--- src/rtl/output_gain_stage.sv ---
// Output gain stage: Q2.14 gain on 16-bit signed samples with round-half-up, saturation and a held clip LED.
// Optional macro GAIN_RAMP_EN: slew the applied gain toward the target by at most RAMP_STEP per sample.
module output_gain_stage #(
    parameter int GW        = 16,
    parameter int FRAC      = 14,
    parameter int RAMP_STEP = 64,
    parameter int CLIP_HOLD = 4800
) (
    input  logic                 clk_144,
    input  logic                 reset_n,
    input  logic signed [15:0]   gainIn,
    input  logic                 in_valid,
    output logic                 in_ready,
    input  logic        [GW-1:0] target_gain,
    input  logic                 mute,
    output logic signed [15:0]   gainOut,
    output logic                 out_valid,
    output logic                 clip,
    output logic                 clip_led
);

    localparam int DW = 16;
    localparam int PW = DW + GW + 1;
    localparam int HW = $clog2(CLIP_HOLD + 1);

    localparam logic signed [PW-1:0] ROUND_C   = PW'(1) <<< (FRAC - 1);
    localparam logic signed [PW-1:0] SAT_MAX   = PW'(32'sd32767);
    localparam logic signed [PW-1:0] SAT_MIN   = PW'(-32'sd32768);
    localparam logic        [HW-1:0] HOLD_INIT = HW'(CLIP_HOLD);
    localparam logic        [HW-1:0] HOLD_ONE  = HW'(1);
    localparam logic        [GW-1:0] STEP_G    = GW'(RAMP_STEP);

    typedef enum logic [1:0] {
        ST_IDLE = 2'd0,
        ST_MUL  = 2'd1,
        ST_SAT  = 2'd2
    } state_t;

    // Returns {saturated_flag, clamped 16-bit value}.
    function automatic logic [DW:0] saturate(input logic signed [PW-1:0] v);
        logic [DW:0] res;
        if (v > SAT_MAX) begin
            res = {1'b1, 16'h7FFF};
        end else if (v < SAT_MIN) begin
            res = {1'b1, 16'h8000};
        end else begin
            res = {1'b0, v[DW-1:0]};
        end
        return res;
    endfunction

    // One slew step toward tgt; the final step lands exactly on tgt, so no overshoot or wrap.
    function automatic logic [GW-1:0] ramp_toward(input logic [GW-1:0] cur, input logic [GW-1:0] tgt);
        logic [GW-1:0] res;
        if (tgt >= cur) begin
            if ((tgt - cur) <= STEP_G) begin
                res = tgt;
            end else begin
                res = cur + STEP_G;
            end
        end else begin
            if ((cur - tgt) <= STEP_G) begin
                res = tgt;
            end else begin
                res = cur - STEP_G;
            end
        end
        return res;
    endfunction

    state_t                 state_q,     state_d;
    logic signed [DW-1:0]   sample_q,    sample_d;
    logic        [GW-1:0]   target_q,    target_d;
    logic        [GW-1:0]   cur_gain_q,  cur_gain_d;
    logic signed [PW-1:0]   product_q,   product_d;
    logic signed [DW-1:0]   gain_out_q,  gain_out_d;
    logic                   out_valid_q, out_valid_d;
    logic                   clip_q,      clip_d;
    logic        [HW-1:0]   hold_q,      hold_d;
    logic                   led_q,       led_d;
    logic                   in_ready_q,  in_ready_d;

    logic signed [PW-1:0]   s_ext_s;
    logic signed [PW-1:0]   g_ext_s;
    logic signed [PW-1:0]   round_sum_s;
    logic signed [PW-1:0]   rounded_s;
    logic        [DW:0]     sat_s;

    // Sample is sign-extended, gain zero-extended, so the product never overflows PW bits.
    assign s_ext_s     = {{(PW-DW){sample_q[DW-1]}}, sample_q};
    assign g_ext_s     = {{(PW-GW){1'b0}}, cur_gain_q};
    assign round_sum_s = product_q + ROUND_C;
    assign rounded_s   = round_sum_s >>> FRAC;
    assign sat_s       = saturate(rounded_s);

    // State and datapath registers.
    always_ff @(posedge clk_144 or negedge reset_n) begin
        if (!reset_n) begin
            state_q     <= ST_IDLE;
            sample_q    <= {DW{1'b0}};
            target_q    <= {GW{1'b0}};
            cur_gain_q  <= {GW{1'b0}};
            product_q   <= {PW{1'b0}};
            gain_out_q  <= {DW{1'b0}};
            out_valid_q <= 1'b0;
            clip_q      <= 1'b0;
            hold_q      <= {HW{1'b0}};
            led_q       <= 1'b0;
            in_ready_q  <= 1'b1;
        end else begin
            state_q     <= state_d;
            sample_q    <= sample_d;
            target_q    <= target_d;
            cur_gain_q  <= cur_gain_d;
            product_q   <= product_d;
            gain_out_q  <= gain_out_d;
            out_valid_q <= out_valid_d;
            clip_q      <= clip_d;
            hold_q      <= hold_d;
            led_q       <= led_d;
            in_ready_q  <= in_ready_d;
        end
    end

    // Next-state and datapath update for the IDLE -> MUL -> SAT cadence.
    always_comb begin
        state_d     = state_q;
        sample_d    = sample_q;
        target_d    = target_q;
        cur_gain_d  = cur_gain_q;
        product_d   = product_q;
        gain_out_d  = gain_out_q;
        out_valid_d = 1'b0;
        clip_d      = 1'b0;
        hold_d      = hold_q;
        led_d       = (hold_q != {HW{1'b0}});
        in_ready_d  = in_ready_q;

        case (state_q)
            ST_IDLE: begin
                if (in_valid) begin
                    sample_d   = gainIn;
                    target_d   = mute ? {GW{1'b0}} : target_gain;
                    state_d    = ST_MUL;
                    in_ready_d = 1'b0;
                end else begin
                    state_d    = ST_IDLE;
                    in_ready_d = 1'b1;
                end
            end
            ST_MUL: begin
                product_d  = s_ext_s * g_ext_s;
                state_d    = ST_SAT;
                in_ready_d = 1'b0;
            end
            ST_SAT: begin
                gain_out_d  = sat_s[DW-1:0];
                out_valid_d = 1'b1;
                clip_d      = sat_s[DW];
`ifdef GAIN_RAMP_EN
                cur_gain_d  = ramp_toward(cur_gain_q, target_q);
`else
                cur_gain_d  = target_q;
`endif
                if (sat_s[DW]) begin
                    hold_d = HOLD_INIT;
                end else if (hold_q != {HW{1'b0}}) begin
                    hold_d = hold_q - HOLD_ONE;
                end else begin
                    hold_d = hold_q;
                end
                state_d    = ST_IDLE;
                in_ready_d = 1'b1;
            end
            default: begin
                state_d    = ST_IDLE;
                in_ready_d = 1'b1;
            end
        endcase
    end

    assign in_ready  = in_ready_q;
    assign gainOut   = gain_out_q;
    assign out_valid = out_valid_q;
    assign clip      = clip_q;
    assign clip_led  = led_q;

endmodule

--- config.mk ---
export PLATFORM = sky130hd
export DESIGN_NAME = output_gain_stage
export DESIGN_NICKNAME = d
export VERILOG_FILES = /design/src/rtl/output_gain_stage.sv
export SDC_FILE = /design/constraint.sdc
export NUM_CORES = 1
export LEC_CHECK = 0
export CELL_PAD_IN_SITES_DETAIL_PLACEMENT = 0
export CELL_PAD_IN_SITES_GLOBAL_PLACEMENT = 1
export CORE_ASPECT_RATIO = 0.8
export CORE_MARGIN = 2
export CORE_UTILIZATION = 30
export CTS_CLUSTER_DIAMETER = 40
export DETAILED_ROUTE_END_ITERATION = 16
export GPL_TIMING_DRIVEN = 0
export PLACE_DENSITY = 0.54
export SETUP_SLACK_MARGIN = 0.2
export SYNTH_ARGS = -nofsm -noshare
export SYNTH_HDL_FRONTEND = slang
export SYNTH_SLANG_ARGS = --single-unit
--- constraint.sdc ---
create_clock -name clk_144 -period 16.39 [get_ports clk_144]
set_clock_uncertainty 0.1 [all_clocks]
set_input_delay 3.278 -clock clk_144 [delete_from_list [all_inputs] [get_ports clk_144]]
set_output_delay 3.278 -clock clk_144 [all_outputs]
set_load 0.005 [all_outputs]
==> impl_metrics.ini <==
[outcome]
status = finished, final reports clean

[yosys]
syn_nets = 1799
ys_types = 65
synth-warning-count = 0
synth_seq_area_share_pct = 19.9
syn_area_per_cell_um2 = 8.95
syn_area_um2 = 13000
synth-seq-cells = 103
synth_edf_count = 0
postSynth.asyncResetShare_pct = 100
syn_inst = 1449
synth_flop_cell = dfrtp_1

[floorplanning]
row_count = 68
num_io_pins = 56
die_w_um = 236
die_area_um2 = 44900
start_util_pct = 30.3
core_area_um2 = 42900
die_h_um = 190

[sta]
slew_violations = 0
finalCriticalPeriod_ns = 7.49
period_share_pct = 45.7
fin_tns_setup_ns = 0
hold_viol = 0
rsz0062_at_grt = no
worst_pin_slew_ns = 0.961
setup_viol = 0
fmax_ghz = 0.134
max-slew-margin-rel_pct = 36.0

[setup_path]
reg2reg_from = sample_q[7]
critical_path.max_fanout = 10
crit_path_start_kind = flop
cp-end-kind = flop
required_ns = 16.52
worst_ep_arrival_time_ns = 7.62
startpoint = sample_q[7]
crit_type = reg -> reg

[finish]
nets = 1866
diodes = 0
finalCoreUtilization_pct = 34.0
syn2layout_area_growth_pct = 12.3
fillerInstances = 4578
drive_gt1_share_pct = 2.83

[cts]
cts_tree = yes
cts_resized = 0
cts.clk_slew.worst_paths_ns = 0.08
cts_setup_buffers = 0
root_buffer = clkbuf_16
cts_buffers = 9
cts_buffer_depth = 2
insertion_delay_ns = 0.38
htreeDepth = 3
cts.sinks = 103
cts-hold-fix-buffers = 0

[placement]
dp_hpwl_mm = 32.1
io_buffer_count = 55
gp_congestion = 0.819

[global_routing]
first_global_vias = 10300
grt_overflow = 0
grtUsageTotal_pct = 18.8
grt_pass1_wl_mm = 63.1
grt_max_degree = 69
grt_antenna_before_repair = 1

[drt]
drt_iter0_markers = 522
vias_per_cell = 4.67
wl_per_cell_um = 19.2
dr.pass1.iters = 5
post-route-drc-count = 0
via_count = 9725
ant_nets = 0
finalWirelength_mm = 39.9

[run]
max-cap-violations = 0

[worst_hold_path]
hp-start = target_q[4]
hold_path_class = reg -> reg
==> routing by layer <==
layer | vias to the layer above | GRT usage (%) | wire length (um)
li1 | 4603 | - | -
met1 | 4942 | 27.9 | 20000
met2 | 164 | 29.3 | 17700
met3 | 16 | 3.19 | 1950
met4 | 0 | 2.46 | 283
met5 | - | 0 | 0
==> sequential cells by signal, indices dropped and copies added (netlist names), 2 cells and up <==
signal	count
state_q	2
sample_q	16
hold_q	13
target_q	16
cur_gain_q	16
gainOut	16
product_q	20
==> critical path: stages, from the launching register on <==
cell and delay [ns]:
dfrtp_1 0.33, clkbuf_1 0.63, clkbuf_1 0.54, nand2_1 0.16
fa_1 0.53, fa_1 0.51, inv_1 0.06, fa_1 0.56
fa_1 0.47, fa_1 0.55, inv_1 0.05, fa_1 0.53
inv_1 0.04, ha_1 0.38, a21oi_1 0.16, o21ai_1 0.11
a2111oi_1 0.56, a211o_1 0.30, and2_1 0.23, o21ai_0 0.16
a211oi_1 0.27, o31ai_1 0.09
==> path summary, 6_finish.rpt <==
path	slack, ns	cells past startpoint	endpoint
max reg2reg	8.90	21	product_q[28]
min in group asynchronous	2.69	1	hold_q[0]
min reg2reg	0.37	2	cur_gain_q[4]
max	8.90	21	product_q[28]
max in group asynchronous	12.82	2	gainOut[3]
min	0.37	2	cur_gain_q[4]
==> layout make-up <==
class / instances / area (um^2) / share of cell area, %
multi-input combinational: 1027 / 9180 / 63.0
sequential: 103 / 2580 / 17.7
inverter: 262 / 983 / 6.75
tap: 560 / 701 / 4.81
timing repair buffer: 56 / 579 / 3.98
clock buffer: 10 / 239 / 1.64
buffer: 57 / 228 / 1.56
clock inverter: 6 / 76.3 / 0.524
==> cell usage in the layout, fill, tap and decap left out, drive strengths merged, types with 3 or more instances in the layout <==
cell type      Yosys  routed
clkdlybuf4s50      0      54
and2             116     116
clkinv             2       4
o21a               4       4
and4               4       4
buf                9      11
clkbuf            48      58
a21oi             24      24
a41oi              3       3
xnor2             18      18
nand2            294     294
a211oi             3       3
fa               193     193
and3               6       6
nor2              42      42
nand2b            28      28
xor2              14      14
nand3             12      12
o21ai             63      63
dfrtp            102     102
a21o               5       5
o22a              15      15
o31ai              9       9
o21bai             3       3
inv              260     263
ha               121     121
nor3               8       8
nand4              9       9
==> per-stage QoR <==
step / instance area (um^2) / hold slack, ns / worst slack, ns / cells
final: 14600 / 0.367 / 8.90 / 2081
after global placement: 14200 / 0.349 / 7.55 / 2064
after detailed placement: 14300 / 0.347 / 8.89 / 2065
after floorplan: 13000 / 0.320 / 10.22 / 1449
after CTS: 14600 / 0.370 / 8.86 / 2081
after global routing: 14600 / 0.391 / 8.45 / 2081
==> Yosys cell counts (2+ instances only) <==
master    number  area [um^2]
a211o_1        2         17.5
a211oi_1       3         22.5
a21bo_2        2         20.0
a21o_1         5         37.5
a21oi_1       23          115
a31oi_1        2         12.5
a41oi_1        3         26.3
and2_1       115          719
and3_1         4         25.0
and3_4         2         22.5
and4_1         3         26.3
buf_1          3         11.3
buf_2          5         25.0
clkbuf_1      48          180
clkinv_1       2         7.51
dfrtp_1      102         2550
fa_1         193         3860
ha_1         121         1510
inv_1        260          976
nand2_1      293         1100
nand2b_1      28          175
nand3_1       11         55.1
nand3b_1       2         15.0
nand4_1        8         50.1
nor2_1        42          158
nor2b_1        2         12.5
nor3_1         7         35.0
nor3b_1        2         15.0
o21a_1         4         30.0
o21ai_0       59          295
o21ai_1        4         20.0
o21bai_1       3         22.5
o22a_1        15          131
o31ai_1        8         60.1
or3_1          2         12.5
or4_4          2         22.5
xnor2_1       18          158
xor2_1        14          123
==> kinds of logic after synthesis <==
family | count (synthesis) | share of synthesized area (%)
AO/OA/AOI/OAI | 148 | 7.48
XOR/XNOR | 32 | 2.16
adder cells (fa/ha/maj) | 314 | 41.5
multiplexers | 1 | 0.0772
buffers and inverters | 319 | 9.34
AND/OR/NAND/NOR | 532 | 19.6
flip-flops | 103 | 19.9
Power is not shown: default switching activity piles up to over one toggle a cycle in this logic, so the estimate is an artifact.
==> RTL change 1 (config.mk and constraints unchanged) <==
The parameter `FRAC` goes from 14 to 7.
--- a/src/rtl/output_gain_stage.sv
+++ b/src/rtl/output_gain_stage.sv
@@ -4,3 +4,3 @@
     parameter int GW        = 16,
-    parameter int FRAC      = 14,
+    parameter int FRAC      = 7,
     parameter int RAMP_STEP = 64,
Check against the original RTL: not equivalent (a bounded check fails within 10 cycles, from zero or initial values and one cycle with reset_n low).
==> RTL change 1 against the original RTL <==
  * Critical path depth up 1
  * Wire length up 3.4%
  * Area after synthesis up 5.7%
  * Count of clock-buffer cells in the layout up 3
  * Non-clock buffer count up 5
  * Sequential cell count up 7
  * Setup slack worse by 0.38 ns
  * Final area up 5.2%
  * Critical path type unchanged
  * Highest routed layer unchanged
Power is not shown: default switching activity piles up to over one toggle a cycle in this logic, so the estimate is an artifact.
==> RTL change 1: results (changes against the original RTL) <==
[detailed_routing]
wl_per_cell_um=18.55  ; was 19.19 um
wl_met2_um=18280  ; was 17,690 um
drc=0  ; unchanged
wl_met1_um=21040  ; was 20,030 um
route.met3.wl_um=1573  ; was 1946 um
viasPerCell=4.697  ; was 4.673
drtIter0Drc=578  ; was 522

[run_status]
outcome=finished, final reports clean  ; unchanged

[grt]
use_met2_pct=28.07  ; was 29.28%
grtUsageMet1_pct=26.86  ; was 27.88%
grt_max_degree=82  ; was 69
met3_usage_pct=3.134  ; was 3.192%
grt_pass1_wl_um=64860  ; was 63,140 um
grt_pass1_vias=10875  ; was 10,335
grt_usage_pct=18.14  ; was 18.77%

[worst_setup_path]
reg2reg_to=product_q[23]$_DFFE_PN0P_  ; was product_q[28]$_DFFE_PN0P_
slowest_delay_ns=0.84  ; was 0.63 ns
critPathArrivalTime_ns=8.06  ; was 7.62 ns
crit_path_top_delay_cell=a221oi_1  ; was clkbuf_1
r2r_cells=22  ; was 21
r2r_slack_ns=8.52  ; was 8.90 ns
crit_start=cur_gain_q[5]$_DFFE_PN0P_  ; was sample_q[7]$_DFFE_PN0P_

[sta]
tightest_slew_ns=0.9745  ; was 0.9606 ns
fmax_mhz=127.0  ; was 133.5 MHz

[synthesis]
synth_fp_nets=1894  ; was 1,799
ys_top_cells_by_area=fa_1, dfrtp_1, ha_1  ; unchanged
synth_cell_type_count=71  ; was 65
synth_seq_area_share_pct=20.08  ; was 19.88%

[placement]
place_worst_setup_slack_ns=8.607  ; was 8.891 ns
dp_hpwl_um=33500  ; was 32,130 um
port_buffers=55  ; unchanged
gp_congestion=0.8038  ; was 0.8194

[final_layout]
drive_gt1_share_pct=2.661  ; was 2.827%
largest_reg_flops=27  ; was 20
final_net_count=1961  ; was 1,866

## RTL change 1: area by class of cell
class | count | area, um2
timing repair buffer | 56 | 579.3
clock inverter | 3 | 22.52
sequential | 110 | 2754
tap | 612 | 765.7
fill | 4801 | 30130
multi-input combinational | 1112 | 9749
clock buffer | 13 | 240.2
buffer | 62 | 236.5
inverter | 260 | 975.9
## RTL change 1: cells by family after synthesis
group                      count (synthesis)  synth area share [%]
xor gates and xnor gates                  44                 2.810
and+or+nand+nor                          575                 20.53
DFF                                      110                 20.08
muxes                                      1               0.07298
buffers and inverters                    322                 8.840
adders and majority gates                314                 39.21
AOI/OAI and AO/OA                        178                 8.466
## RTL change 1: worst min-delay path by stage
stage	start	cells past startpoint	endpoint	slack [ns]
2_1_floorplan	state_q[0]$_DFF_PN0_	1	in_ready$_DFF_PN1_	0.33
3_3_place_gp	target_q[4]$_DFFE_PN0P_	2	cur_gain_q[4]$_DFFE_PN0P_	0.35
3_5_place_dp	target_q[0]$_DFFE_PN0P_	2	cur_gain_q[0]$_DFFE_PN0P_	0.36
4_1_cts	state_q[0]$_DFF_PN0_	1	in_ready$_DFF_PN1_	0.38
5_1_grt	target_q[6]$_DFFE_PN0P_	2	cur_gain_q[6]$_DFFE_PN0P_	0.40
6_report	target_q[8]$_DFFE_PN0P_	2	cur_gain_q[8]$_DFFE_PN0P_	0.37
## RTL change 1: per-stage QoR
| step | hold slack (ns) | instances | area (um2) |
|---|---|---|---|
| 2_1_floorplan | 0.3294 | 1544 | 13720 |
| 3_3_place_gp | 0.3496 | 2211 | 15030 |
| 3_5_place_dp | 0.3590 | 2212 | 15060 |
| 4_1_cts | 0.3774 | 2228 | 15320 |
| 5_1_grt | 0.3982 | 2228 | 15320 |
| 6_report | 0.3710 | 2228 | 15320 |
==> RTL change 2 (same flow settings) <==
Made on the original files. The 3 states of `state_t` get a one-hot encoding in 3 bits.
--- a/src/rtl/output_gain_stage.sv
+++ b/src/rtl/output_gain_stage.sv
@@ -32,6 +32,6 @@
 
-    typedef enum logic [1:0] {
-        ST_IDLE = 2'd0,
-        ST_MUL  = 2'd1,
-        ST_SAT  = 2'd2
+    typedef enum logic [2:0] {
+        ST_IDLE = 3'b001,
+        ST_MUL  = 3'b010,
+        ST_SAT  = 3'b100
     } state_t;
Check against the original RTL: no difference found for any inputs over 4 cycles, from zero or initial values and one cycle with reset_n low; so few cycles prove little.
==> RTL change 2 against the original RTL <==
  * Setup slack improved by 0.044 ns
  * Via count is 1.8% lower
  * Sequential cell count unchanged
  * Critical endpoint is now product_q[32]$_DFFE_PN0P_
  * Wire length decreased by 6.5%
  * Die area shrank 0.94%
  * Area after synthesis decreased by 0.96%
  * Final area down 0.96%
Power is not shown: default switching activity piles up to over one toggle a cycle in this logic, so the estimate is an artifact.
==> RTL change 2: results (changes against the original RTL) <==
[synthesis]
synth_fp_nets=1789  ; was 1,799
postSynthAreaPerCell_um2=8.928  ; was 8.953 um2
synth_cell_type_count=59  ; was 65
synth_common_cells=nand2_1, inv_1, fa_1, ha_1, and2_1  ; unchanged
ys_top_cells_by_area=fa_1, dfrtp_1, ha_1  ; unchanged

[final_layout]
drive_gt1_share_pct=2.118  ; was 2.827%
final_net_count=1856  ; was 1,866
nFillCells=4498  ; was 4,578
syn2layout_area_growth_pct=12.30  ; about the same
stdcell_count=2064  ; was 2,081

[grt]
grtUsageMet1_pct=25.76  ; was 27.88%
met3_usage_pct=2.216  ; was 3.192%
antenna_found_initial=0  ; was 1
grt_pass1_wl_um=58350  ; was 63,140 um
grt_max_degree=78  ; was 69
use_met2_pct=27.38  ; was 29.28%

[placement]
dp_hpwl_um=30840  ; was 32,130 um
dp.cells=2047  ; was 2,065
gp_congestion=0.8043  ; was 0.8194
place_worst_setup_slack_ns=8.886  ; was 8.891 ns

[detailed_routing]
wl_met2_um=16600  ; was 17,690 um
wl_um=37340  ; was 39,940 um
drtIter0Drc=490  ; was 522
route.met3.wl_um=1172  ; was 1946 um
wl_met1_um=19220  ; was 20,030 um

[worst_setup_path]
critPathArrivalTime_ns=7.58  ; was 7.62 ns
slowest_delay_ns=0.75  ; was 0.63 ns

[run_status]
outcome=finished, final reports clean  ; unchanged

[sta]
tightest_slew_ns=0.9312  ; was 0.9606 ns

## RTL change 2: cell count changes in the layout (fill, tap and decap cells not counted), sizes merged, moves of 7 or more
cell / before / now
a21oi: 24 / 33
buf: 11 / 3
clkbuf: 58 / 65
nor2: 42 / 28
o21ai: 63 / 73
o22a: 15 / 0
## RTL change 2: area by class of cell
cell class,count,area [um2],share of cell area [%]
multi-input combinational,1020,9081,62.94
buffer,55,207.7,1.440
sequential,103,2579,17.87
inverter,261,979.7,6.790
clock buffer,11,242.7,1.682
timing repair buffer,56,579.3,4.015
tap,552,690.7,4.787
antenna,1,2.502,0.01734
clock inverter,5,65.06,0.4510
## RTL change 2: final timing paths
| path | from | slack [ns] | end | cells past startpoint |
|---|---|---|---|---|
| max | cur_gain_q[5]$_DFFE_PN0P_ | 8.95 | product_q[32]$_DFFE_PN0P_ | 22 |
| min | target_q[13]$_DFFE_PN0P_ | 0.37 | cur_gain_q[13]$_DFFE_PN0P_ | 2 |
| max reg2reg | cur_gain_q[5]$_DFFE_PN0P_ | 8.95 | product_q[32]$_DFFE_PN0P_ | 22 |
| min reg2reg | target_q[13]$_DFFE_PN0P_ | 0.37 | cur_gain_q[13]$_DFFE_PN0P_ | 2 |
| max in group asynchronous | reset_n | 12.83 | state_q[0]$_DFF_PN1_ | 2 |
| min in group asynchronous | reset_n | 2.67 | gainOut[15]$_DFFE_PN0P_ | 1 |
## RTL change 2: cells by family after synthesis
logic type | count (synthesis) | share of synthesized area, %
AO/OA/AOI/OAI | 150 | 7.100
XOR/XNOR | 38 | 2.591
adder cells (fa/ha/maj) | 314 | 41.86
buffers and inverters | 316 | 9.242
flip-flops | 103 | 20.07
AND/OR/NAND/NOR | 518 | 19.14
